==> src/rtl/instr_fetch_unit.sv <==
// Byte-serial instruction fetch: reads opcode (and operand for long opcodes),
// owns the program counter, and flags reads that wait too long for memory.
module instr_fetch_unit #(
  parameter int PC_W    = 13,
  parameter int TIMEOUT = 15
) (
  input  logic            clk,
  input  logic            rst,
  input  logic            fetch_req,
  input  logic            pc_load,
  input  logic [PC_W-1:0] pc_load_val,
  output logic [PC_W-1:0] mem_addr,
  output logic            mem_rd,
  input  logic [7:0]      mem_rdata,
  input  logic            mem_ready,
  output logic [7:0]      ir,
  output logic [7:0]      tr,
  output logic            instr_long,
  output logic            instr_valid,
  output logic            busy,
  output logic            fetch_err,
  output logic [PC_W-1:0] pc
);

  // state     | meaning
  // IDLE      | waiting for fetch_req
  // FETCH_OP  | reading opcode byte at pc
  // FETCH_OPR | reading operand byte at pc (long instructions)
  // DONE      | one-cycle instr_valid pulse to the controller
  typedef enum logic [1:0] {IDLE, FETCH_OP, FETCH_OPR, DONE} state_t;

  localparam logic [7:0] WAIT_LAST = 8'(TIMEOUT - 1);

  state_t          state, state_nxt;
  logic [PC_W-1:0] pc_nxt;
  logic [7:0]      ir_nxt, tr_nxt, wait_cnt, wait_nxt;
  logic            long_nxt, err_nxt, op_long, timed_out;

  assign busy        = (state == FETCH_OP) || (state == FETCH_OPR);
  assign mem_rd      = busy;
  assign mem_addr    = pc;
  assign instr_valid = (state == DONE);

  assign op_long   = ~mem_rdata[7] | (mem_rdata[7:5] == 3'b110);
  // The terminal wait cycle itself counts, so abort when the counter is one short.
  assign timed_out = busy && !mem_ready && (wait_cnt == WAIT_LAST);

  always_comb begin
    state_nxt = state;
    pc_nxt    = pc;
    ir_nxt    = ir;
    tr_nxt    = tr;
    long_nxt  = instr_long;
    err_nxt   = fetch_err;

    case (state)
      IDLE: begin
        if (fetch_req) begin
          state_nxt = FETCH_OP;
          err_nxt   = 1'b0;
        end
      end
      FETCH_OP: begin
        if (mem_ready) begin
          ir_nxt    = mem_rdata;
          long_nxt  = op_long;
          pc_nxt    = pc + PC_W'(1);
          state_nxt = op_long ? FETCH_OPR : DONE;
        end else if (timed_out) begin
          err_nxt   = 1'b1;
          state_nxt = IDLE;
        end
      end
      FETCH_OPR: begin
        if (mem_ready) begin
          tr_nxt    = mem_rdata;
          pc_nxt    = pc + PC_W'(1);
          state_nxt = DONE;
        end else if (timed_out) begin
          err_nxt   = 1'b1;
          state_nxt = IDLE;
        end
      end
      DONE:    state_nxt = IDLE;
      default: state_nxt = IDLE;
    endcase

    // A jump overrides everything, but a request arriving in IDLE still starts.
    if (pc_load) begin
      pc_nxt    = pc_load_val;
      ir_nxt    = ir;
      tr_nxt    = tr;
      long_nxt  = instr_long;
      err_nxt   = (state == IDLE && fetch_req) ? 1'b0 : fetch_err;
      state_nxt = (state == IDLE && fetch_req) ? FETCH_OP : IDLE;
    end

    wait_nxt = (busy && (state_nxt == state) && !mem_ready) ? wait_cnt + 8'd1 : 8'd0;
  end

  always_ff @(posedge clk or negedge rst) begin
    if (!rst) begin
      state      <= IDLE;
      pc         <= '0;
      ir         <= '0;
      tr         <= '0;
      instr_long <= 1'b0;
      fetch_err  <= 1'b0;
      wait_cnt   <= '0;
    end else begin
      state      <= state_nxt;
      pc         <= pc_nxt;
      ir         <= ir_nxt;
      tr         <= tr_nxt;
      instr_long <= long_nxt;
      fetch_err  <= err_nxt;
      wait_cnt   <= wait_nxt;
    end
  end

endmodule

==> config.mk <==
export PLATFORM = sky130hd
export DESIGN_NAME = instr_fetch_unit
export DESIGN_NICKNAME = d
export VERILOG_FILES = /design/src/rtl/instr_fetch_unit.sv
export SDC_FILE = /design/constraint.sdc
export NUM_CORES = 1
export LEC_CHECK = 0
export CORE_MARGIN = 5
export CORE_UTILIZATION = 46
export CTS_CLUSTER_DIAMETER = 60
export DETAILED_ROUTE_END_ITERATION = 8
export PLACE_DENSITY = 0.76
export SLEW_MARGIN = 20
export SYNTH_ARGS = -nofsm -noshare
export SYNTH_HDL_FRONTEND = slang
export SYNTH_SLANG_ARGS = --single-unit
==> constraint.sdc <==
create_clock -name clk -period 2.95 [get_ports clk]
set_clock_uncertainty 0.2 [all_clocks]
set_input_delay 0.59 -clock clk [delete_from_list [all_inputs] [get_ports clk]]
set_output_delay 0.59 -clock clk [all_outputs]
set_load 0.01 [all_outputs]
# ---- Yosys cells after proc, flatten, opt, wreduce, memory -nomap -nowiden
# Index checks and enable logic that the tools add are counted.
dict set report op_classes {
  addsub 2
  n_eq_ne 10
  mux 18
  n_bitwise 3
  reduce_logical 16
}
# op count
set op_table {}
lappend op_table {{$mux W13} 3}
lappend op_table {{$add A13 B1 Y13 const B} 1}
lappend op_table {{$mux W2} 5}
lappend op_table {{$add A8 B1 Y8 const B} 1}
lappend op_table {{$eq A8 B4 Y1 const B} 1}
lappend op_table {{$mux W8} 1}
lappend op_table {{$pmux W2 S4} 1}
lappend op_table {{$mux W1} 7}
lappend op_table {{$ne A3 B3 Y1 const B} 2}
lappend op_table {{$reduce_and A3 Y1} 2}
lappend op_table {{$logic_and A1 B1 Y1} 5}
lappend op_table {{$reduce_and A5 Y1} 1}
lappend op_table {{$eq A2 B2 Y1 const B} 2}
lappend op_table {{$reduce_bool A2 Y1} 2}
lappend op_table {{$eq A3 B3 Y1 const B} 1}
lappend op_table {{$ne A3 B1 Y1 const B} 1}
lappend op_table {{$reduce_bool A3 Y1} 1}
lappend op_table {{$eq A2 B1 Y1 const B} 1}
lappend op_table {{$eq A2 B2 Y1} 1}
lappend op_table {{$logic_not A2 Y1} 1}
lappend op_table {{$ne A2 B1 Y1 const B} 1}
lappend op_table {{$not A1 Y1} 2}
lappend op_table {{$pmux W1 S2} 1}
lappend op_table {{$reduce_and A2 Y1} 1}
lappend op_table {{other kinds (4)} 4}
dict set report totals {
  reg_bits 41
  output_inout_bits 47
  elab_cells 56
}

# ---- Depth between registers and ports, before layout
# Gate-level depths: netlist of the first run.
dict set report logic_depth {
  depth_word 12
  depth_mapped 6
}

# ---- Worst setup path after synthesis of the first run
# No wires, ideal clock.
dict set report synth_path {
  path_type {reg-to-reg}
  startpoint {register state[0]}
  endpoint {register wait_cnt[2]}
  setup_time_ns 0.135
  arrival_time_ns 1.843
  path_slack_ns 0.773
  path_stages_with_launch 7
  path_buffers 0
  cell_sequence {dfrtp_1 > inv_1 > ha_1 > nor4b_4 > nand3_2 > a211oi_4 > nor3_1}
}
dict set report synth_via {
  elab_chain_cells 12
  word_cells_on_any_way 19
}
# item line_no
set synth_rtl {}
lappend synth_rtl {{start: declaration} 34} ;# state_t state, state_nxt;
lappend synth_rtl {{start signal: assignment} 111} ;# state <= state_nxt;
lappend synth_rtl {{$eq A2 B1 Y1 / $eq A2 B2 Y1 (equally long branches)} 39} ;# assign busy = (state == FETCH_OP) || (state == FETCH_OPR);
lappend synth_rtl {{$logic_or A1 B1 Y1 *} 39}
lappend synth_rtl {{named net busy} 20} ;# output logic busy,
lappend synth_rtl {{$logic_and A1 B1 Y1 (2 in a row)} 46} ;# assign timed_out = busy && !mem_ready && (wait_cnt == WAIT_LAST);
lappend synth_rtl {{$mux W2} {69, 79}}
lappend synth_rtl {{$mux W2 (on tied branches)} {75, 64}}
lappend synth_rtl {{$pmux W2 S4} 56} ;# case (state)
lappend synth_rtl {{$mux W2} 89} ;# if (pc_load) begin
lappend synth_rtl {{$eq A2 B2 Y1} 98} ;# wait_nxt = (busy && (state_nxt == state) && !mem_ready) ? wait_cnt + 8'd1 : 8'd0;
lappend synth_rtl {{$logic_and A1 B1 Y1 * (2 in a row)} 98}
lappend synth_rtl {{$mux W8 *} 98}
lappend synth_rtl {{named net wait_nxt[2]} 36} ;# logic [7:0] ir_nxt, tr_nxt, wait_cnt, wait_nxt;
lappend synth_rtl {{end signal: assignment} 117} ;# wait_cnt <= wait_nxt;
lappend synth_rtl {{end: declaration} 36}
# The timed path passes the listed nets; every way through them passes the cells marked *.
# A chain may end at the register's enable or synchronous reset.

# ---- Worst setup path after layout of the first run
dict set report layout_path {
  startpoint {register state[0]}
  endpoint {output port busy}
}
dict set report layout_via {
  elab_chain_cells 2
  word_cells_on_any_way 3
}
# item line_no
set layout_rtl {}
lappend layout_rtl {{$eq A2 B1 Y1 / $eq A2 B2 Y1 (equally long branches)} 39}
lappend layout_rtl {{$logic_or A1 B1 Y1 *} 39}
lappend layout_rtl {{end: declaration} 20}
# Mark *: on every way between the ends. The rest lies on a longest branch, timed or not.

==> results of run 1 <==
## flip-flops by register name, indices dropped and copies added (netlist names)
name,count
mem_addr,13
ir,8
tr,8
wait_cnt,8
state,2
fetch_err,1
instr_long,1
## critical path, delay by kind of cell, from the launching register on
kind                     cells  cell delay (ps)
adder cells (fa/ha/maj)      1              530
buffers and inverters        2              760
flip-flops                   1              450
## layout make-up
type                       count  area [sq um]
fill                         397          1683
multi-input combinational    142          1070
sequential                    41          1026
timing repair buffer          74         730.7
tap                           67         83.83
clock buffer                   5         68.82
clock inverter                 3         46.29
inverter                       4         15.01
## synth_stat cells, drive strengths merged
| library cell | count | area share |
|---|---|---|
| a31oi | 1 | 0.0028 |
| nor2 | 5 | 0.0084 |
| a2bb2oi | 2 | 0.011 |
| a21oi | 3 | 0.0067 |
| nand2b | 2 | 0.0056 |
| and2b | 1 | 0.0034 |
| nor2b | 2 | 0.0056 |
| nor4 | 4 | 0.022 |
| nor4b | 1 | 0.011 |
| o21ai | 14 | 0.031 |
| xnor2 | 8 | 0.031 |
| mux2 | 16 | 0.080 |
| and3 | 1 | 0.0028 |
| nor3b | 3 | 0.010 |
| clkbuf | 3 | 0.0050 |
| nand3 | 5 | 0.013 |
| a221o | 1 | 0.0045 |
| a211oi | 2 | 0.012 |
| nand3b | 1 | 0.0034 |
| inv | 4 | 0.0067 |
| buf | 16 | 0.053 |
| ha | 7 | 0.039 |
| and4 | 1 | 0.0045 |
| a22o | 1 | 0.0039 |
| nand2 | 23 | 0.039 |
| o221ai | 1 | 0.0039 |
| o21bai | 2 | 0.0067 |
| nand4 | 7 | 0.029 |
| dfrtp | 41 | 0.46 |
| or2b | 2 | 0.0067 |
| mux2i | 1 | 0.0045 |
| xor2 | 9 | 0.035 |
| and2 | 2 | 0.0056 |
| a311o | 1 | 0.0045 |
| nor3 | 12 | 0.027 |
| a21o | 1 | 0.0034 |
## routing by layer
layer / track usage / up-vias / routed length (um)
met1: 0.2239 / 770 / 2319
li1: - / 833 / -
met3: 0.04966 / 2 / 332
met4: 0.05068 / 0 / 36
met2: 0.2487 / 57 / 2181
met5: 0 / - / 0
## worst max-delay path by stage
stage / start / cells after the start / endpoint
2_1_floorplan: state[0] / 6 / wait_cnt[2]
3_3_place_gp: mem_ready / 5 / wait_cnt[7]
3_5_place_dp: mem_ready / 5 / wait_cnt[2]
4_1_cts: state[0] / 3 / busy
5_1_grt: state[0] / 3 / mem_rd
6_report: state[0] / 3 / busy
## power groups by stage
stage / Clock (W) / Combinational [W] / Sequential, W
after floorplan: 0 / 0.000449 / 0.000868
after global placement: 0 / 0.000918 / 0.000824
after detailed placement: 0 / 0.000926 / 0.000823
after CTS: 0.000475 / 0.000930 / 0.000817
after global routing: 0.000500 / 0.000998 / 0.000842
final: 0.000460 / 0.000918 / 0.000815
## logic make-up (layout without fill, tap and decap cells)
family          count (synthesis)  in the layout  synth area share
compound gates                 29             29           0.09050
flops                          41             41            0.4581
fa+ha+maj                       7              7           0.03910
simple gates                   72             72            0.1967
xor+xnor                       17             17           0.06648
mux                            17             17           0.08492
buf+inv                        23             86           0.06424
## through the flow
stage	power [W]	cells	util
finish	0.002193	336	0.6437
global route	0.002340	336	0.6437
CTS	0.002222	336	0.6437
detailed placement	0.001749	328	0.6193
global placement	0.001742	328	0.6193
floorplan	0.001318	206	-
==> reports/summary.md, run 1 <==
## Worst hold path
• **type of the tightest min-delay check** input pin to asynchronous set/reset pin

## Setup path
• **Max stage delay cell, worst path** sky130_fd_sc_hd__clkdlybuf4s50_1
• **critical path, cell by cell** inv_1 > ha_1 > clkdlybuf4s50_1
• **largest fanout on the critical path** 10
• **reg2reg end** wait_cnt[2]
• **worst flop-to-flop path startpoint** state[0]
• **CP max stage delay** 610 ps
• **depth of the most critical reg-to-reg path** 6
• **Worst Path Class, Setup** flip-flop to primary output
• **Setup crit start kind** flip-flop
• **reg2reg setup slack** 490 ps
• **Crit. End Element** primary output
• **required arrival time at the worst endpoint** 2160 ps
• **arrival time worst endpoint** 2040 ps

## STA
• **fin worst setup slack** 121.9 ps
• **maximum clock frequency** 353.6 MHz
• **final setup violation count** 0
• **post-layout min period** 2828 ps
• **total negative setup slack** 0 ps
• **Hold Worst Slack** 217.1 ps
• **transition time of the tightest slew-check pin** 901.2 ps
• **Hold Vio Cnt, Final** 0
• **Final period util** 0.9587
• **slew margin rel.** 0.3992
• **final slew viol count** 0
• **unrepaired setup endpoints after global routing** no

## GRT
• **via count of the first global-routing pass** 1696
• **initial antenna violation count** 0
• **Overall Global Routing Usage** 0.1636
• **global route overflow** 0
• **pin count of the biggest net entering global routing** 42
• **first-pass GRT wire length** 8169 um

## Finish
• **P&R area growth vs syn** 35.75%
• **post-route cell area** 0.003040 sq mm
• **highest-count cells in the layout ignoring fill and taps** 71 x sky130_fd_sc_hd__clkdlybuf4s50_1, 41 x sky130_fd_sc_hd__dfrtp_1, 23 x sky130_fd_sc_hd__nand2_1, 16 x sky130_fd_sc_hd__mux2_2, 13 x sky130_fd_sc_hd__o21ai_0
• **ratio of cells with drive above 1 in the final layout** 0.1413
• **Antenna Diode Count** 0
• **nets** 301
• **commonest non-fill, non-tap cell in the layout** sky130_fd_sc_hd__clkdlybuf4s50_1

## Placement
• **number of buffers added on ports** 72
• **gpl congestion** 0.8150
• **Place WS** 349.1 ps
• **placed cell areas** 0.002925 sq mm
• **Final HPWL DP** 3540 um

## Flow run
• **count of max-cap constraint violations** 0

## Pwr
• **Power Internal** 0.001479 W
• **Psw** 0.0007144 W
• **power per standard cell area** 721.3 mW/mm^2
• **power share of the clock group** 0.210
• **sw frac** 0.3257
• **worst supply voltage drop on vdd** 446.9 uV
• **part of the power in combinational logic** 0.419
• **leakage power figure** 1.229 nW
• **Flop pwr share** 0.372

## Route
• **routed wirelength normalized by instance count** 14.49 um
• **Iteration-0 DRC Markers** 86
• **number of iterations in the first detailed-routing pass** 4
• **total via count in the routed design** 1662
• **detail-routed via count per cell** 4.946
• **Remaining DRCs** 0
• **Antenna Nets Post-Route** 0
• **drt total wl** 4869 um

## Die
• **number of I/O pins** 73
• **initial cell density of the core** 0.4742
• **placeable core region** 0.004723 sq mm
• **die outline area** 0.006364 sq mm
• **width of the die** 79.78 um
• **Die Height** 79.78 um
• **Cell Rows** 25

## Yosys
• **sequential-to-total area share from yosys stat** 0.4581
• **library cells used by synthesis** 44
• **cell area after technology mapping** 0.002240 sq mm
• **Post-Syn Area per Cell** 10.87 sq um
• **Post-Syn Nets** 239
• **post-synthesis cell count** 206
• **yosys synthesis warning count** 0
• **Synth Register Bits** 41

## Clock network
• **master cell of the clock root buffer** sky130_fd_sc_hd__clkbuf_8
• **count of hold-fix buffers inserted at cts** 0
• **CTS tree** done
• **Post-CTS Setup Inserts** 0
• **Sinks on Clock Net** 41
• **count of instances resized after the clock tree is built** 0
• **number of buffers inserted during clock tree synthesis** 5
• **clock edge transition at the registers on the reported setup and hold paths** 80 ps
• **clock latency of the later-clocked register in the worst-skew pair** 290 ps
• **depth of the CTS H-tree** 2
• **maximum count of clock buffers along a single path** 2

## Outcome
• **outcome** finished, final reports clean

Note: power is estimated with default switching activity, not from simulation.
==> run 2: changes to the inputs <==
--- a/config.mk
+++ b/config.mk
@@ -5,7 +5,7 @@
 export SDC_FILE = /design/constraint.sdc
 export NUM_CORES = 1
 export LEC_CHECK = 0
-export CORE_MARGIN = 5
+export CORE_MARGIN = 2
 export CORE_UTILIZATION = 46
 export CTS_CLUSTER_DIAMETER = 60
 export DETAILED_ROUTE_END_ITERATION = 8
==> reports/summary.md, run 2 (synthesis results as in run 1) <==
## Finish
• **# fillers** 381
• **commonest non-fill, non-tap cell in the layout** sky130_fd_sc_hd__clkdlybuf4s50_1
• **non-filler instance count after layout** 337
• **ratio of cells with drive above 1 in the final layout** 0.1444
• **Largest register FFs** 13
• **highest-count cells in the layout ignoring fill and taps** 71 x sky130_fd_sc_hd__clkdlybuf4s50_1, 41 x sky130_fd_sc_hd__dfrtp_1, 23 x sky130_fd_sc_hd__nand2_1, 16 x sky130_fd_sc_hd__mux2_2, 13 x sky130_fd_sc_hd__o21ai_0
• **P&R area growth vs syn** 36.09%
• **area of combinational cells with multiple inputs** 0.001070 sq mm
• **register area** 0.001026 sq mm
• **Antenna Diode Count** 0
• **nets** 302

## Pwr
• **power per standard cell area** 722.7 mW/mm^2
• **Power Internal** 0.001480 W
• **leakage power figure** 1.234 nW
• **Psw** 0.0007226 W
• **power share of the clock group** 0.211
• **worst supply voltage drop on vdd** 397.6 uV
• **part of the power in combinational logic** 0.417
• **Flop pwr share** 0.372
• **sw frac** 0.3281

## GRT
• **global route overflow** 0
• **initial antenna violation count** 0
• **via count of the first global-routing pass** 1625
• **Overall Global Routing Usage** 0.1863
• **first-pass GRT wire length** 7590 um
• **pin count of the biggest net entering global routing** 42

## STA
• **Hold Vio Cnt, Final** 0
• **Final period util** 0.9615
• **post-layout min period** 2836 ps
• **slew margin rel.** 0.3828
• **final slew viol count** 0
• **maximum clock frequency** 352.6 MHz
• **final setup violation count** 0
• **unrepaired setup endpoints after global routing** no
• **transition time of the tightest slew-check pin** 925.9 ps
• **total negative setup slack** 0 ps

## Placement
• **number of buffers added on ports** 72
• **gpl congestion** 0.8550
• **instance count after placement with tap cells included** 329
• **Final HPWL DP** 3391 um

## Die
• **initial cell density of the core** 0.4742
• **placeable core region** 0.004723 sq mm
• **Die Height** 73.78 um
• **die outline area** 0.005443 sq mm
• **number of I/O pins** 73
• **Cell Rows** 25
• **width of the die** 73.78 um

## Route
• **routed wirelength normalized by instance count** 13.93 um
• **detail-routed via count per cell** 5.080
• **Iteration-0 DRC Markers** 85
• **Antenna Nets Post-Route** 0
• **Remaining DRCs** 0
• **drt total wl** 4694 um
• **number of iterations in the first detailed-routing pass** 5
• **total via count in the routed design** 1712

## Setup path
• **Setup crit start kind** flip-flop
• **Worst Path Class, Setup** flip-flop to primary output
• **largest fanout on the critical path** 10
• **required arrival time at the worst endpoint** 2160 ps
• **arrival time worst endpoint** 2050 ps
• **Crit. End Element** primary output

## Clock network
• **clock edge transition at the registers on the reported setup and hold paths** 90 ps
• **count of hold-fix buffers inserted at cts** 0
• **Sinks on Clock Net** 41
• **depth of the CTS H-tree** 2
• **CTS tree** done
• **clock latency of the later-clocked register in the worst-skew pair** 300 ps
• **count of instances resized after the clock tree is built** 0
• **maximum count of clock buffers along a single path** 2
• **number of buffers inserted during clock tree synthesis** 5
• **Post-CTS Setup Inserts** 0
• **master cell of the clock root buffer** sky130_fd_sc_hd__clkbuf_8

## Flow run
• **count of max-cap constraint violations** 0

## Worst hold path
• **type of the tightest min-delay check** input pin to asynchronous set/reset pin

## Outcome
• **outcome** finished, final reports clean

## run 2: changes by cell type in the layout (fill, tap and decap cells not counted), sizes merged
| cell | delta |
|---|---|
| buf | +1 |
## run 2: worst max-delay path: stages, from the launching register on
cell and delay (ps):
sky130_fd_sc_hd__dfrtp_1 460, sky130_fd_sc_hd__inv_1 160, sky130_fd_sc_hd__ha_1 520, sky130_fd_sc_hd__clkdlybuf4s50_1 610
## run 2: path summary, 6_finish.rpt
| kind | start | end | slack [ps] | depth (start not counted) |
|---|---|---|---|---|
| min | rst | mem_addr[12] | 220 | 1 |
| max reg2reg | state[0] | wait_cnt[2] | 440 | 6 |
| min in group clk | instr_long | instr_long | 290 | 1 |
| max in group asynchronous | rst | mem_addr[4] | 1750 | 1 |
| max | state[0] | busy | 110 | 3 |
| min reg2reg | instr_long | instr_long | 290 | 1 |
## run 2: power groups by stage
| stage | logic [W] | registers (W) | clock network [W] |
|---|---|---|---|
| floorplan | 0.000449 | 0.000868 | 0 |
| global placement | 0.000907 | 0.000826 | 0 |
| detailed placement | 0.000920 | 0.000830 | 0 |
| CTS | 0.000925 | 0.000822 | 0.000480 |
| global route | 0.000998 | 0.000843 | 0.000504 |
| finish | 0.000918 | 0.000820 | 0.000464 |
## run 2: final cells by class
type | instances | share of cell area
clock inverters | 3 | 0.01519
inverters | 4 | 0.004926
clock buffers | 5 | 0.02258
multi-input cells | 142 | 0.3510
flip-flops and latches | 41 | 0.3366
well taps | 67 | 0.02750
repair buffers | 75 | 0.2422
## run 2: layer usage
metal	vias up	routed length, um	GRT usage
li1	834	-	-
met1	804	2092	0.2329
met2	68	2165	0.2946
met3	6	359	0.06036
met4	0	78	0.08081
met5	-	0	0
## run 2: metrics by stage
stage	worst slack [ps]	utilization	hold slack, ps	cell area, sq um	power, W
4_1_cts	105.3	0.6453	251.5	3048	0.002227
6_report	113.6	0.6453	216.1	3048	0.002203
5_1_grt	19.27	0.6453	295.5	3048	0.002346
3_3_place_gp	415.9	0.6209	263.9	2933	0.001733
2_1_floorplan	772.5	-	94.41	2240	0.001318
3_5_place_dp	400.6	0.6209	271.0	2933	0.001751
==> run 3: changes to the inputs <==
--- a/config.mk
+++ b/config.mk
@@ -9,7 +9,9 @@
 export CORE_UTILIZATION = 46
 export CTS_CLUSTER_DIAMETER = 60
 export DETAILED_ROUTE_END_ITERATION = 8
+export GPL_TIMING_DRIVEN = 0
 export PLACE_DENSITY = 0.76
+export REMOVE_ABC_BUFFERS = 1
 export SLEW_MARGIN = 20
 export SYNTH_ARGS = -nofsm -noshare
 export SYNTH_HDL_FRONTEND = slang
==> reports/summary.md, run 3 (synthesis results as in run 1) <==
## Finish
• **Largest register FFs** 13
• **nets** 301
• **Layout Utilization** 0.6485
• **register area** 0.001026 sq mm
• **Antenna Diode Count** 0
• **area of combinational cells with multiple inputs** 0.001072 sq mm
• **commonest non-fill, non-tap cell in the layout** sky130_fd_sc_hd__clkdlybuf4s50_1
• **ratio of cells with drive above 1 in the final layout** 0.1413
• **# fillers** 394
• **highest-count cells in the layout ignoring fill and taps** 71 x sky130_fd_sc_hd__clkdlybuf4s50_1, 41 x sky130_fd_sc_hd__dfrtp_1, 23 x sky130_fd_sc_hd__nand2_1, 16 x sky130_fd_sc_hd__mux2_2, 13 x sky130_fd_sc_hd__o21ai_0
• **P&R area growth vs syn** 36.76%

## GRT
• **first-pass GRT wire length** 7755 um
• **Overall Global Routing Usage** 0.1873
• **initial antenna violation count** 0
• **global route overflow** 0
• **via count of the first global-routing pass** 1629
• **pin count of the biggest net entering global routing** 35

## Route
• **routed wirelength normalized by instance count** 13.78 um
• **Iteration-0 DRC Markers** 157
• **number of iterations in the first detailed-routing pass** 4
• **drt total wl** 4629 um
• **Antenna Nets Post-Route** 0
• **Remaining DRCs** 0
• **detail-routed via count per cell** 4.920
• **total via count in the routed design** 1653

## STA
• **final setup violation count** 0
• **unrepaired setup endpoints after global routing** no
• **Hold Worst Slack** 287.4 ps
• **maximum clock frequency** 363.6 MHz
• **Hold Vio Cnt, Final** 0
• **transition time of the tightest slew-check pin** 1021 ps
• **final slew viol count** 0
• **slew margin rel.** 0.3175
• **post-layout min period** 2751 ps
• **total negative setup slack** 0 ps
• **Final period util** 0.9324

## Placement
• **Final HPWL DP** 3418 um
• **gpl congestion** 0.8219
• **number of buffers added on ports** 72

## Clock network
• **clock latency of the later-clocked register in the worst-skew pair** 300 ps
• **clock edge transition at the registers on the reported setup and hold paths** 80 ps
• **CTS tree** done
• **depth of the CTS H-tree** 2
• **Sinks on Clock Net** 41
• **number of buffers inserted during clock tree synthesis** 5
• **master cell of the clock root buffer** sky130_fd_sc_hd__clkbuf_8
• **Post-CTS Setup Inserts** 0
• **maximum count of clock buffers along a single path** 2

## Pwr
• **power per standard cell area** 721.6 mW/mm^2
• **leakage power figure** 1.235 nW
• **worst supply voltage drop on vdd** 512.5 uV

## Setup path
• **capture point of the critical path** ir[4]
• **crit path launch** pc_load
• **CP max stage delay** 1140 ps
• **Setup crit start kind** input pin
• **critical path, cell by cell** clkdlybuf4s50_1 > and2b_1 > nand2_1 > mux2_2
• **Worst Path Class, Setup** input pin to flip-flop
• **Crit. End Element** flip-flop
• **reg2reg setup slack** 560 ps
• **Max stage delay cell, worst path** sky130_fd_sc_hd__clkdlybuf4s50_1
• **arrival time worst endpoint** 2730 ps
• **reg2reg end** wait_cnt[7]
• **worst flop-to-flop path startpoint** state[0]
• **required arrival time at the worst endpoint** 2930 ps
• **largest fanout on the critical path** 34
• **depth of the most critical reg-to-reg path** 6

## Die
• **Die Height** 73.78 um
• **initial cell density of the core** 0.4742
• **number of I/O pins** 73
• **placeable core region** 0.004723 sq mm
• **die outline area** 0.005443 sq mm
• **width of the die** 73.78 um
• **Cell Rows** 25

## Outcome
• **outcome** finished, final reports clean

## Worst hold path
• **type of the tightest min-delay check** flip-flop to flip-flop

## Flow run
• **count of max-cap constraint violations** 0

[run 3: cell types whose count changed in the layout (fill, tap and decap cells not counted), sizes merged]
| cell | change |
|---|---|
| buf | -2 |
| clkbuf | +1 |
| clkinv | -1 |
| dlygate4sd3 | +1 |
[run 3: worst min path at each step]
stage	from	endpoint	slack (ps)	depth (start not counted)
after CTS	instr_long	instr_long	290	1
after global placement	instr_long	instr_long	260	1
after global routing	ir[3]	ir[3]	320	1
after floorplan	rst	fetch_err	90	0
after detailed placement	instr_long	instr_long	270	1
final	instr_long	instr_long	290	1
[run 3: power breakdown]
group	switching (W)	internal [W]
clock	0.000193	0.000275
combinational	0.000398	0.000532
sequential	0.000109	0.000702
[run 3: layer usage]
layer	wire (um)	global-route usage
met5	0	0
met3	213	0.04527
met1	2034	0.2502
met2	2307	0.2937
met4	75	0.07273
[run 3: final cells by class]
cell class / instances / area share
clock buffer: 6 / 0.02696
clock inverter: 2 / 0.01225
inverter: 4 / 0.004902
multi-input combinational: 142 / 0.3501
sequential: 41 / 0.3350
tap: 67 / 0.02737
timing repair buffer: 74 / 0.2435
[run 3: worst max-delay path, delay by kind of cell]
family | cells | cell delay (ps)
buf+inv | 1 | 1140
simple gates | 2 | 600
mux | 1 | 390
[run 3: timing repair]
action | in CTS | in global routing
setup endpoints to repair | 0 | 2
hold buffers | 1 | 0
resized for setup | 0 | 1
hold endpoints to repair | 11 | 0
[run 3: per-stage QoR]
step	total power [W]	cell area, sq um	instances	setup WS (ps)
floorplan	0.001269	2111	187	714.3
finish	0.002210	3063	336	199.4
CTS	0.002226	3060	336	110.1
global route	0.002347	3063	336	41.17
detailed placement	0.001748	2930	327	-129.2
global placement	0.001728	2915	326	-111.8
